$ cat src/rtl/display_pkg.sv
`default_nettype none
// ============================================================================
//  Module   : display_pkg
//  Brief    : Shared constants and BCD helpers for the slow-tick BCD display.
//  Revision : 1.0 - initial release
// ============================================================================
package display_pkg;

    localparam int DIGITS = 4;
    localparam int BCD_W  = 4;

    // Active-low {g,f,e,d,c,b,a}
    localparam logic [6:0] SEG_0     = 7'b1000000;
    localparam logic [6:0] SEG_1     = 7'b1111001;
    localparam logic [6:0] SEG_2     = 7'b0100100;
    localparam logic [6:0] SEG_3     = 7'b0110000;
    localparam logic [6:0] SEG_4     = 7'b0011001;
    localparam logic [6:0] SEG_5     = 7'b0010010;
    localparam logic [6:0] SEG_6     = 7'b0000010;
    localparam logic [6:0] SEG_7     = 7'b1111000;
    localparam logic [6:0] SEG_8     = 7'b0000000;
    localparam logic [6:0] SEG_9     = 7'b0010000;
    localparam logic [6:0] SEG_BLANK = 7'b1111111;

    function automatic logic [DIGITS*BCD_W-1:0] bcd_clamp(input logic [DIGITS*BCD_W-1:0] v);
        logic [DIGITS*BCD_W-1:0] r;
        r = v;
        for (int k = 0; k < DIGITS; k++) begin
            if (v[k*BCD_W +: BCD_W] > 4'd9) r[k*BCD_W +: BCD_W] = 4'd9;
        end
        return r;
    endfunction

    // Ripple carry (up) or borrow (down) through the digits, one count per call.
    function automatic logic [DIGITS*BCD_W-1:0] bcd_step(input logic [DIGITS*BCD_W-1:0] v,
                                                         input logic up);
        logic [DIGITS*BCD_W-1:0] r;
        logic [BCD_W-1:0]        d;
        logic                    c;
        r = v;
        c = 1'b1;
        for (int k = 0; k < DIGITS; k++) begin
            d = v[k*BCD_W +: BCD_W];
            if (c) begin
                if (up) begin
                    if (d == 4'd9) d = 4'd0;
                    else begin d = d + 4'd1; c = 1'b0; end
                end else begin
                    if (d == 4'd0) d = 4'd9;
                    else begin d = d - 4'd1; c = 1'b0; end
                end
            end
            r[k*BCD_W +: BCD_W] = d;
        end
        return r;
    endfunction

endpackage
`default_nettype wire

$ cat src/rtl/seg7_decoder.sv
`default_nettype none
// ============================================================================
//  Module   : seg7_decoder
//  Brief    : BCD digit + blank request to active-low 7-segment code.
//  Revision : 1.0 - initial release
// ============================================================================
module seg7_decoder
    import display_pkg::*;
(
    input  logic [3:0] i_bcd,
    input  logic       i_blank,
    output logic [6:0] o_seg
);

    always_comb begin
        o_seg = SEG_BLANK;
        if (!i_blank) begin
            case (i_bcd)
                4'd0:    o_seg = SEG_0;
                4'd1:    o_seg = SEG_1;
                4'd2:    o_seg = SEG_2;
                4'd3:    o_seg = SEG_3;
                4'd4:    o_seg = SEG_4;
                4'd5:    o_seg = SEG_5;
                4'd6:    o_seg = SEG_6;
                4'd7:    o_seg = SEG_7;
                4'd8:    o_seg = SEG_8;
                4'd9:    o_seg = SEG_9;
                default: o_seg = SEG_BLANK;
            endcase
        end
    end

endmodule
`default_nettype wire

$ cat src/rtl/slow_tick_bcd_display.sv
`default_nettype none
// ============================================================================
//  Module   : slow_tick_bcd_display
//  Brief    : Synchronised clk_div ticks drive a 4-digit BCD up/down counter
//             shown on a multiplexed common-anode 7-segment display.
//  Revision : 1.0 - initial release
// ============================================================================
module slow_tick_bcd_display
    import display_pkg::*;
#(
    parameter int REFRESH_DIV = 100000,
    parameter int BLANK_LZ    = 1
) (
    input  logic        clk,
    input  logic        rst,
    input  logic        clk_div,
    input  logic        en,
    input  logic        up,
    input  logic        load,
    input  logic [15:0] load_val,
    output logic        tick,
    output logic [15:0] count_bcd,
    output logic        wrap,
    output logic [3:0]  an,
    output logic [6:0]  seg,
    output logic        dp
);

    localparam int c_ref_w = (REFRESH_DIV > 1) ? $clog2(REFRESH_DIV) : 1;
    localparam logic [c_ref_w-1:0] c_ref_max = c_ref_w'(REFRESH_DIV - 1);

    logic               r_s1, r_s2, r_s3;
    logic [c_ref_w-1:0] r_refresh;
    logic [1:0]         r_sel;
    logic               w_ref_wrap;
    logic [1:0]         w_sel_next;
    logic [3:0]         w_digit_next;
    logic [3:0]         w_blank_vec;
    logic [6:0]         w_seg_next;
    logic               w_at_limit;

    always_ff @(posedge clk or posedge rst) begin
        if (rst) begin
            r_s1 <= 1'b0;
            r_s2 <= 1'b0;
            r_s3 <= 1'b0;
            tick <= 1'b0;
        end else begin
            r_s1 <= clk_div;
            r_s2 <= r_s1;
            r_s3 <= r_s2;
            tick <= r_s2 & ~r_s3;
        end
    end

    assign w_at_limit = up ? (count_bcd == 16'h9999) : (count_bcd == 16'h0000);

    // Load wins over a coincident tick and never reports a wrap.
    always_ff @(posedge clk or posedge rst) begin
        if (rst) begin
            count_bcd <= 16'h0000;
            wrap      <= 1'b0;
        end else begin
            wrap <= 1'b0;
            if (load) begin
                count_bcd <= bcd_clamp(load_val);
            end else if (tick && en) begin
                count_bcd <= bcd_step(count_bcd, up);
                wrap      <= w_at_limit;
            end
        end
    end

    assign w_ref_wrap = (r_refresh == c_ref_max);
    assign w_sel_next = w_ref_wrap ? r_sel + 2'd1 : r_sel;

    always_ff @(posedge clk or posedge rst) begin
        if (rst) begin
            r_refresh <= '0;
            r_sel     <= 2'd0;
        end else begin
            r_refresh <= w_ref_wrap ? '0 : r_refresh + c_ref_w'(1);
            r_sel     <= w_sel_next;
        end
    end

    // Digit k is blanked when it and every higher digit are zero.
    assign w_blank_vec[0] = 1'b0;
    generate
        for (genvar k = 1; k < DIGITS; k++) begin : g_lz
            assign w_blank_vec[k] = (BLANK_LZ != 0) &&
                                    (count_bcd[DIGITS*BCD_W-1 : k*BCD_W] == '0);
        end
    endgenerate

    assign w_digit_next = count_bcd[w_sel_next*BCD_W +: BCD_W];

    seg7_decoder u_dec (
        .i_bcd   (w_digit_next),
        .i_blank (w_blank_vec[w_sel_next]),
        .o_seg   (w_seg_next)
    );

    // Decoding from the next slot index keeps an and seg aligned on the same edge.
    always_ff @(posedge clk or posedge rst) begin
        if (rst) begin
            an  <= 4'b1110;
            seg <= SEG_0;
        end else begin
            an  <= ~(4'b0001 << w_sel_next);
            seg <= w_seg_next;
        end
    end

    assign dp = 1'b1;

endmodule
`default_nettype wire

$ cat config.mk
export PLATFORM = sky130hd
export DESIGN_NAME = slow_tick_bcd_display
export DESIGN_NICKNAME = d
export VERILOG_FILES = /design/src/rtl/display_pkg.sv /design/src/rtl/seg7_decoder.sv /design/src/rtl/slow_tick_bcd_display.sv
export SDC_FILE = /design/constraint.sdc
export NUM_CORES = 1
export LEC_CHECK = 0
export CAP_MARGIN = 40
export CORE_MARGIN = 2
export CORE_UTILIZATION = 61
export DETAILED_ROUTE_END_ITERATION = 6
export DONT_BUFFER_PORTS = 1
export PLACE_DENSITY = 0.77
export SLEW_MARGIN = 10
export SYNTH_ARGS = -nofsm -noshare
export SYNTH_HDL_FRONTEND = slang
export SYNTH_SLANG_ARGS = --single-unit
$ cat constraint.sdc
create_clock -name clk -period 3.8 [get_ports clk]
set_input_delay 0.95 -clock clk [delete_from_list [all_inputs] [get_ports clk]]
set_output_delay 0.95 -clock clk [all_outputs]
set_load 0.005 [all_outputs]
==> flow_metrics.env, run 1 <==
export IMPL_final_cell_mix="47 x dfrtp_1, 39 x nor2_1, 25 x nand2_1"
export IMPL_cts_max_level=2
export IMPL_synth_yosys_seq_area_share_pct=38.3
export IMPL_p_int_mw=0.793
export IMPL_cts_resized_gates=0
export IMPL_synth_area_um2=3340
export IMPL_crit_path_end_kind="flop"
export IMPL_portBuffers=0
export IMPL_grt_antenna_before_repair=0
export IMPL_finalWorstPathRequiredPeriod_ns=2.83
export IMPL_pwr_share_clk_pct=27.2
export IMPL_slew_headroom_pct=63.6
export IMPL_num_vias=2629
export IMPL_critPathMaxStageDelay_ns=0.49
export IMPL_switching_power_mw=0.343
export IMPL_dp_slack_ns=0.994
export IMPL_synth_nets=397
export IMPL_start_util_pct=64.2
export IMPL_nets=380
export IMPL_crit_fanout=5
export IMPL_ys_warn_count=0
export IMPL_overflow=0
export IMPL_die_width_um=78.0
export IMPL_path_clk_slew_ns=0.10
export IMPL_cts_root_buf="clkbuf_8"
export IMPL_setup_worst_path_start_class="flop"
export IMPL_cp_top_family="compound AO/OA/AOI/OAI gates"
export IMPL_finalInstanceArea_um2=3400
export IMPL_die_height_um=78.0
export IMPL_status="finished clean"
export IMPL_dr_pass1_iters=4
export IMPL_gp_congestion=0.871
export IMPL_yosys_most_used_dff="dfrtp_1"
export IMPL_drive_gt1_share_pct=8.50
export IMPL_numClockSinks=51
export IMPL_grt_first_pass_wirelength_um=11900
export IMPL_hold_viol=0
export IMPL_crit_slowest_cell="a41oi_1"
export IMPL_cts_hold_buffers_added=0
export IMPL_hpwl_um=5080
export IMPL_drtIter0Drc=176
export IMPL_track_usage_pct=24.2
export IMPL_finClkSkew_ns=0.0147
export IMPL_cts_tree="built"
export IMPL_path_buf_inv=2
export IMPL_io_pins=52
export IMPL_synth_cell_types=69
export IMPL_crit_chain="ha_1 -> and4_1 -> a41oi_1 -> a22oi_4 -> o2111ai_1 -> inv_1 -> ha_1 -> inv_1 -> mux2i_1 -> o22a_1"
export IMPL_leakage_nw=1.44
export IMPL_dpl_cell_area_um2=3320
export IMPL_row_count=26
export IMPL_path_class="reg -> reg"
export IMPL_setup_viol=0
export IMPL_routed_wl_um=7000
export IMPL_powerDensity_nw_per_um2=334
export IMPL_drtAntennaViolNets=0
export IMPL_rsz0062_at_grt="false"
export IMPL_clock_path_buffers=2
export IMPL_cts_buffers=5
export IMPL_worstHoldPathType="reg -> reg"
export IMPL_grt_pass1_vias=2474
export IMPL_worst_slack_ns=0.971
export IMPL_drc_errors=0
export IMPL_period_share_pct=74.4
export IMPL_final_common_cell="dfrtp_1"
export IMPL_switching_share_pct=30.2
export IMPL_power_frac_seq_pct=56.7
export IMPL_synth_seq_cells=51
export IMPL_worst_endpoint_required_ns=4.00
export IMPL_dieArea_um2=6090
export IMPL_postSynthAreaPerCell_um2=9.06
export IMPL_synthCells=369
export IMPL_placeableCoreArea_um2=5200
export IMPL_max_vdd_ir_drop_mv=0.234
export IMPL_fmax_mhz=354
export IMPL_synth_edff_count=0
export IMPL_synthToLayoutAreaGrowth_pct=1.83
export IMPL_pwr_share_comb_pct=16.1
export IMPL_worst_pin_slew_ns=0.546
export IMPL_setup_tns_ns=0
export IMPL_drv_cap=0
export IMPL_grt_max_degree=43
export IMPL_ys_async_sr_fraction_pct=100
export IMPL_detail_route_wl_per_cell_um=16.5
export IMPL_post_cts_buffers=0
export IMPL_vias_per_cell=6.22
export IMPL_cp_arrival_ns=3.03
export IMPL_insertion_delay_ns=0.31
export IMPL_antenna_cells=0
export IMPL_finalMaxSlewViolations=0
## per-layer routing
layer	track usage [%]	vias to the layer above	share of wire [%]	wire (µm)
li1	-	1287	-	-
met4	8.25	0	1.9	133
met5	0	-	0	0
met2	38.1	104	47	3310
met3	6.55	11	7.0	487
met1	32.6	1227	44	3070
## synth_stat cells (3+ instances only)
| master | n | share of area [%] |
|---|---|---|
| dfrtp_1 | 47 | 35 |
| nor2_1 | 39 | 4.4 |
| nand2_1 | 25 | 2.8 |
| nand3_1 | 19 | 2.8 |
| o21ai_0 | 17 | 2.5 |
| a21oi_1 | 16 | 2.4 |
| inv_1 | 15 | 1.7 |
| xnor2_1 | 15 | 3.9 |
| clkbuf_1 | 13 | 1.5 |
| nor3_1 | 12 | 1.8 |
| xor2_1 | 11 | 2.9 |
| nand4_1 | 10 | 1.9 |
| o21ai_1 | 10 | 1.5 |
| mux2i_1 | 9 | 2.7 |
| o21a_1 | 7 | 1.6 |
| ha_1 | 6 | 2.2 |
| buf_1 | 5 | 0.56 |
| nand2b_1 | 5 | 0.94 |
| o22ai_1 | 5 | 0.94 |
| or3_1 | 5 | 0.94 |
| a221oi_1 | 4 | 1.0 |
| a22o_1 | 4 | 1.0 |
| a31oi_1 | 4 | 0.75 |
| and3_1 | 4 | 0.75 |
| dfstp_2 | 4 | 3.1 |
| buf_2 | 3 | 0.45 |
| nor2b_1 | 3 | 0.56 |
| o22a_1 | 3 | 0.79 |
## worst register-to-register path: stages, from the launching register on
cell and delay, ns:
dfrtp_1 0.41, ha_1 0.24, and4_1 0.24, a41oi_1 0.49, a22oi_4 0.19, o2111ai_1 0.47, inv_1 0.14, ha_1 0.22
inv_1 0.05, mux2i_1 0.08, o22a_1 0.20
## cells by family (layout without fill, tap and decap cells)
group	count (synthesis)	in the layout	share of synthesized area [%]
AOI/OAI and AO/OA	91	91	19.2
other	1	1	0.112
muxes	12	12	4.38
buffers and inverters	42	26	5.95
DFF	51	51	38.3
and+or+nand+nor	138	138	21.8
adders and majority gates	7	7	2.58
xor gates and xnor gates	27	27	7.64
## path summary, 6_finish.rpt
kind / to / slack (ns) / start / cells past startpoint
max in group asynchronous: an[3]$_DFF_PP1_ / 2.71 / rst / 2
hold / removal: r_s2$_DFF_PP0_ / 0.35 / r_s1$_DFF_PP0_ / 0
hold reg to reg: r_s2$_DFF_PP0_ / 0.35 / r_s1$_DFF_PP0_ / 0
min in group asynchronous: count_bcd[15]$_DFFE_PP0P_ / 0.52 / rst / 1
setup reg to reg: seg[3]$_DFF_PP0_ / 0.97 / r_refresh[0]$_DFF_PP0_ / 10
setup / recovery: seg[3]$_DFF_PP0_ / 0.97 / r_refresh[0]$_DFF_PP0_ / 10
## registers in the layout, indices dropped and copies added (netlist names)
register and flops:
r_s1 1, an 4, count_bcd 16, tick 1
seg 7, r_s2 1, r_s3 1, r_sel 2
r_refresh 17, wrap 1
## final cells by class
cell class / instances / area (µm²)
multi-input cells: 276 / 1860
inverters: 17 / 66.3
well taps: 70 / 87.6
fillers: 442 / 1800
clock inverters: 2 / 13.8
repair buffers: 1 / 20.0
clock buffers: 6 / 72.6
flip-flops and latches: 51 / 1280
## power by group through the flow
stage                     Sequential (mW)  Combinational, mW  Clock, mW
after floorplan                     0.612              0.190          0
after global placement              0.653              0.176          0
after detailed placement            0.655              0.183          0
after CTS                           0.644              0.184      0.320
after global routing                0.653              0.209      0.339
final                               0.643              0.183      0.309
## per-stage QoR
stage	hold WS [ns]	std cells	util (%)	total power, mW
3_3_place_gp	0.337	414	63.3	0.829
3_5_place_dp	0.340	415	63.7	0.838
4_1_cts	0.360	423	65.4	1.15
2_1_floorplan	0.331	369	-	0.801
6_report	0.355	423	65.4	1.14
5_1_grt	0.363	423	65.4	1.20
(Power assumes the default switching activity.)
==> run 2, diff against run 1 <==
- clock period: 3.8 -> 2.9 ns (I/O delays scaled with it)
==> flow_metrics.env, run 2 (same netlist as run 1, synthesis figures left out) <==
export IMPL_final_cell_mix="47 x dfrtp_1, 39 x nor2_1, 25 x nand2_1"
export IMPL_reg2reg_from="r_refresh[0]$_DFF_PP0_"
export IMPL_largest_register_ffs=17
export IMPL_setup_worst_path_start_class="flop"
export IMPL_pwr_share_comb_pct=17.6
export IMPL_crit_path_end_kind="flop"
export IMPL_cts_buffers=5
export IMPL_cts_tree="built"
export IMPL_reg_top3="r_refresh: 17 flops, count_bcd: 16 flops, seg: 7 flops"
export IMPL_portBuffers=0
export IMPL_worst_endpoint_required_ns=3.14
export IMPL_post_cts_buffers=0
export IMPL_row_count=26
export IMPL_max_vdd_ir_drop_mv=0.333
export IMPL_pwr_share_clk_pct=32.2
export IMPL_grt_pass1_vias=2563
export IMPL_cp_arrival_ns=2.91
export IMPL_setup_viol=0
export IMPL_routed_wl_um=7210
export IMPL_setup_tns_ns=0
export IMPL_io_pins=52
export IMPL_leakage_nw=1.50
export IMPL_synthToLayoutAreaGrowth_pct=5.09
export IMPL_cts_max_level=2
export IMPL_hpwl_um=5170
export IMPL_worst_pin_slew_ns=0.505
export IMPL_fmax_mhz=374
export IMPL_drtIter0Drc=154
export IMPL_grt_antenna_before_repair=0
export IMPL_rsz0062_at_grt="true"
export IMPL_placeableCoreArea_um2=5200
export IMPL_slew_headroom_pct=66.3
export IMPL_crit_fanout=24
export IMPL_nets=389
export IMPL_path_clk_slew_ns=0.09
export IMPL_rr_endpoint="seg[1]$_DFF_PP0_"
export IMPL_largest_register="r_refresh"
export IMPL_gp_congestion=0.892
export IMPL_hold_viol=0
export IMPL_track_usage_pct=25.5
export IMPL_worstHoldPathType="in -> async"
export IMPL_num_vias=2725
export IMPL_drive_gt1_share_pct=11.3
export IMPL_p_int_mw=1.17
export IMPL_drtAntennaViolNets=0
export IMPL_finalPower_mw=1.63
export IMPL_power_frac_seq_pct=50.2
export IMPL_overflow=0
export IMPL_path_class="reg -> reg"
export IMPL_antenna_cells=0
export IMPL_clock_path_buffers=2
export IMPL_drc_errors=0
export IMPL_dieArea_um2=6090
export IMPL_status="finished clean"
export IMPL_die_height_um=78.0
export IMPL_insertion_delay_ns=0.31
export IMPL_worstRegToRegCells=9
export IMPL_grt_first_pass_wirelength_um=12600
export IMPL_num_fill_cells=418
export IMPL_powerDensity_nw_per_um2=464
export IMPL_finClkSkew_ns=0.00462
export IMPL_numClockSinks=51
export IMPL_drv_cap=0
export IMPL_final_common_cell="dfrtp_1"
export IMPL_switching_share_pct=28.4
export IMPL_detail_route_wl_per_cell_um=16.7
export IMPL_die_width_um=78.0
export IMPL_vias_per_cell=6.31
export IMPL_finalMaxSlewViolations=0
export IMPL_switching_power_mw=0.463
export IMPL_r2r_slack_ns=0.23
export IMPL_finalWorstPathRequiredPeriod_ns=2.67
export IMPL_period_share_pct=92.1
export IMPL_cts_root_buf="clkbuf_8"
export IMPL_start_util_pct=64.2
export IMPL_dr_pass1_iters=4
export IMPL_grt_max_degree=43
==> run 2: cell count changes in the layout (fill, tap and decap cells not counted) <==
cell       before  now
clkbuf_1        1    0
clkinv_2        1    0
o2111ai_2       0    1
o2111ai_1       2    1
clkbuf_8        5    6
inv_6           0    1
bufinv_16       0    1
clkinv_4        1    0
buf_4           0    9
==> run 2: how the worst max path moves through the flow <==
stage,startpoint,end,slack [ns],cells after the start
floorplan,r_refresh[0]$_DFF_PP0_,seg[0]$_DFF_PP0_,0.39,12
global placement,r_refresh[0]$_DFF_PP0_,seg[1]$_DFF_PP0_,0.33,9
detailed placement,r_refresh[0]$_DFF_PP0_,seg[3]$_DFF_PP0_,0.21,10
CTS,r_refresh[0]$_DFF_PP0_,seg[0]$_DFF_PP0_,0.18,10
global route,r_refresh[0]$_DFF_PP0_,seg[1]$_DFF_PP0_,0.01,9
finish,r_refresh[0]$_DFF_PP0_,seg[1]$_DFF_PP0_,0.23,9
==> run 2: repair_timing <==
action,CTS,global route
hold buffers,0,0
setup endpoints to repair,0,2
gates resized for setup,0,1
==> run 2: per-layer routing <==
metal / global-route usage (%) / vias to the layer above / part of all wire [%]
li1: - / 1315 / -
met1: 36.5 / 1306 / 45
met2: 38.9 / 96 / 47
met3: 5.17 / 8 / 6.6
met4: 8.77 / 0 / 1.3
met5: 0 / - / 0
==> run 2: power by group through the flow <==
stage | registers [mW] | logic, mW | clock network [mW]
floorplan | 0.802 | 0.248 | 0
global placement | 0.831 | 0.272 | 0
detailed placement | 0.832 | 0.283 | 0
CTS | 0.818 | 0.284 | 0.538
global route | 0.827 | 0.323 | 0.566
finish | 0.818 | 0.286 | 0.525
==> run 2: critical path: stages (launching register included) <==
cell	delay, ns
dfrtp_1	0.39
ha_1	0.22
and4_1	0.27
and4_4	0.47
mux2i_1	0.23
o2111a_2	0.32
inv_1	0.09
ha_1	0.30
o21ba_1	0.19
o21ai_1	0.11
==> run 2: final cells by class <==
| type | count | area [µm²] | share of cell area (%) |
|---|---|---|---|
| Clock buffer | 6 | 82.6 | 2.35 |
| Inverter | 17 | 66.3 | 1.89 |
| Sequential cell | 51 | 1280 | 36.5 |
| Timing Repair Buffer | 10 | 87.6 | 2.49 |
| Clock inverter | 2 | 38.8 | 1.10 |
| Multi-Input combinational cell | 276 | 1870 | 53.2 |
| Tap cell | 70 | 87.6 | 2.49 |
==> run 2: stage by stage <==
step | area (µm²) | setup slack, ns | cells | utilization (%) | hold WS [ns]
6_report | 3510 | 0.229 | 432 | 67.5 | 0.281
5_1_grt | 3510 | 0.0149 | 432 | 67.5 | 0.292
4_1_cts | 3510 | 0.182 | 432 | 67.4 | 0.287
3_5_place_dp | 3380 | 0.207 | 424 | 65.0 | 0.337
3_3_place_gp | 3360 | 0.327 | 423 | 64.6 | 0.344
2_1_floorplan | 3340 | 0.394 | 369 | - | 0.331
==> run 3, diff against run 2 <==
- TNS_END_PERCENT: not set -> 1
==> results of run 3 <==
Final layout, timing and power as in run 2 (identical DEF).
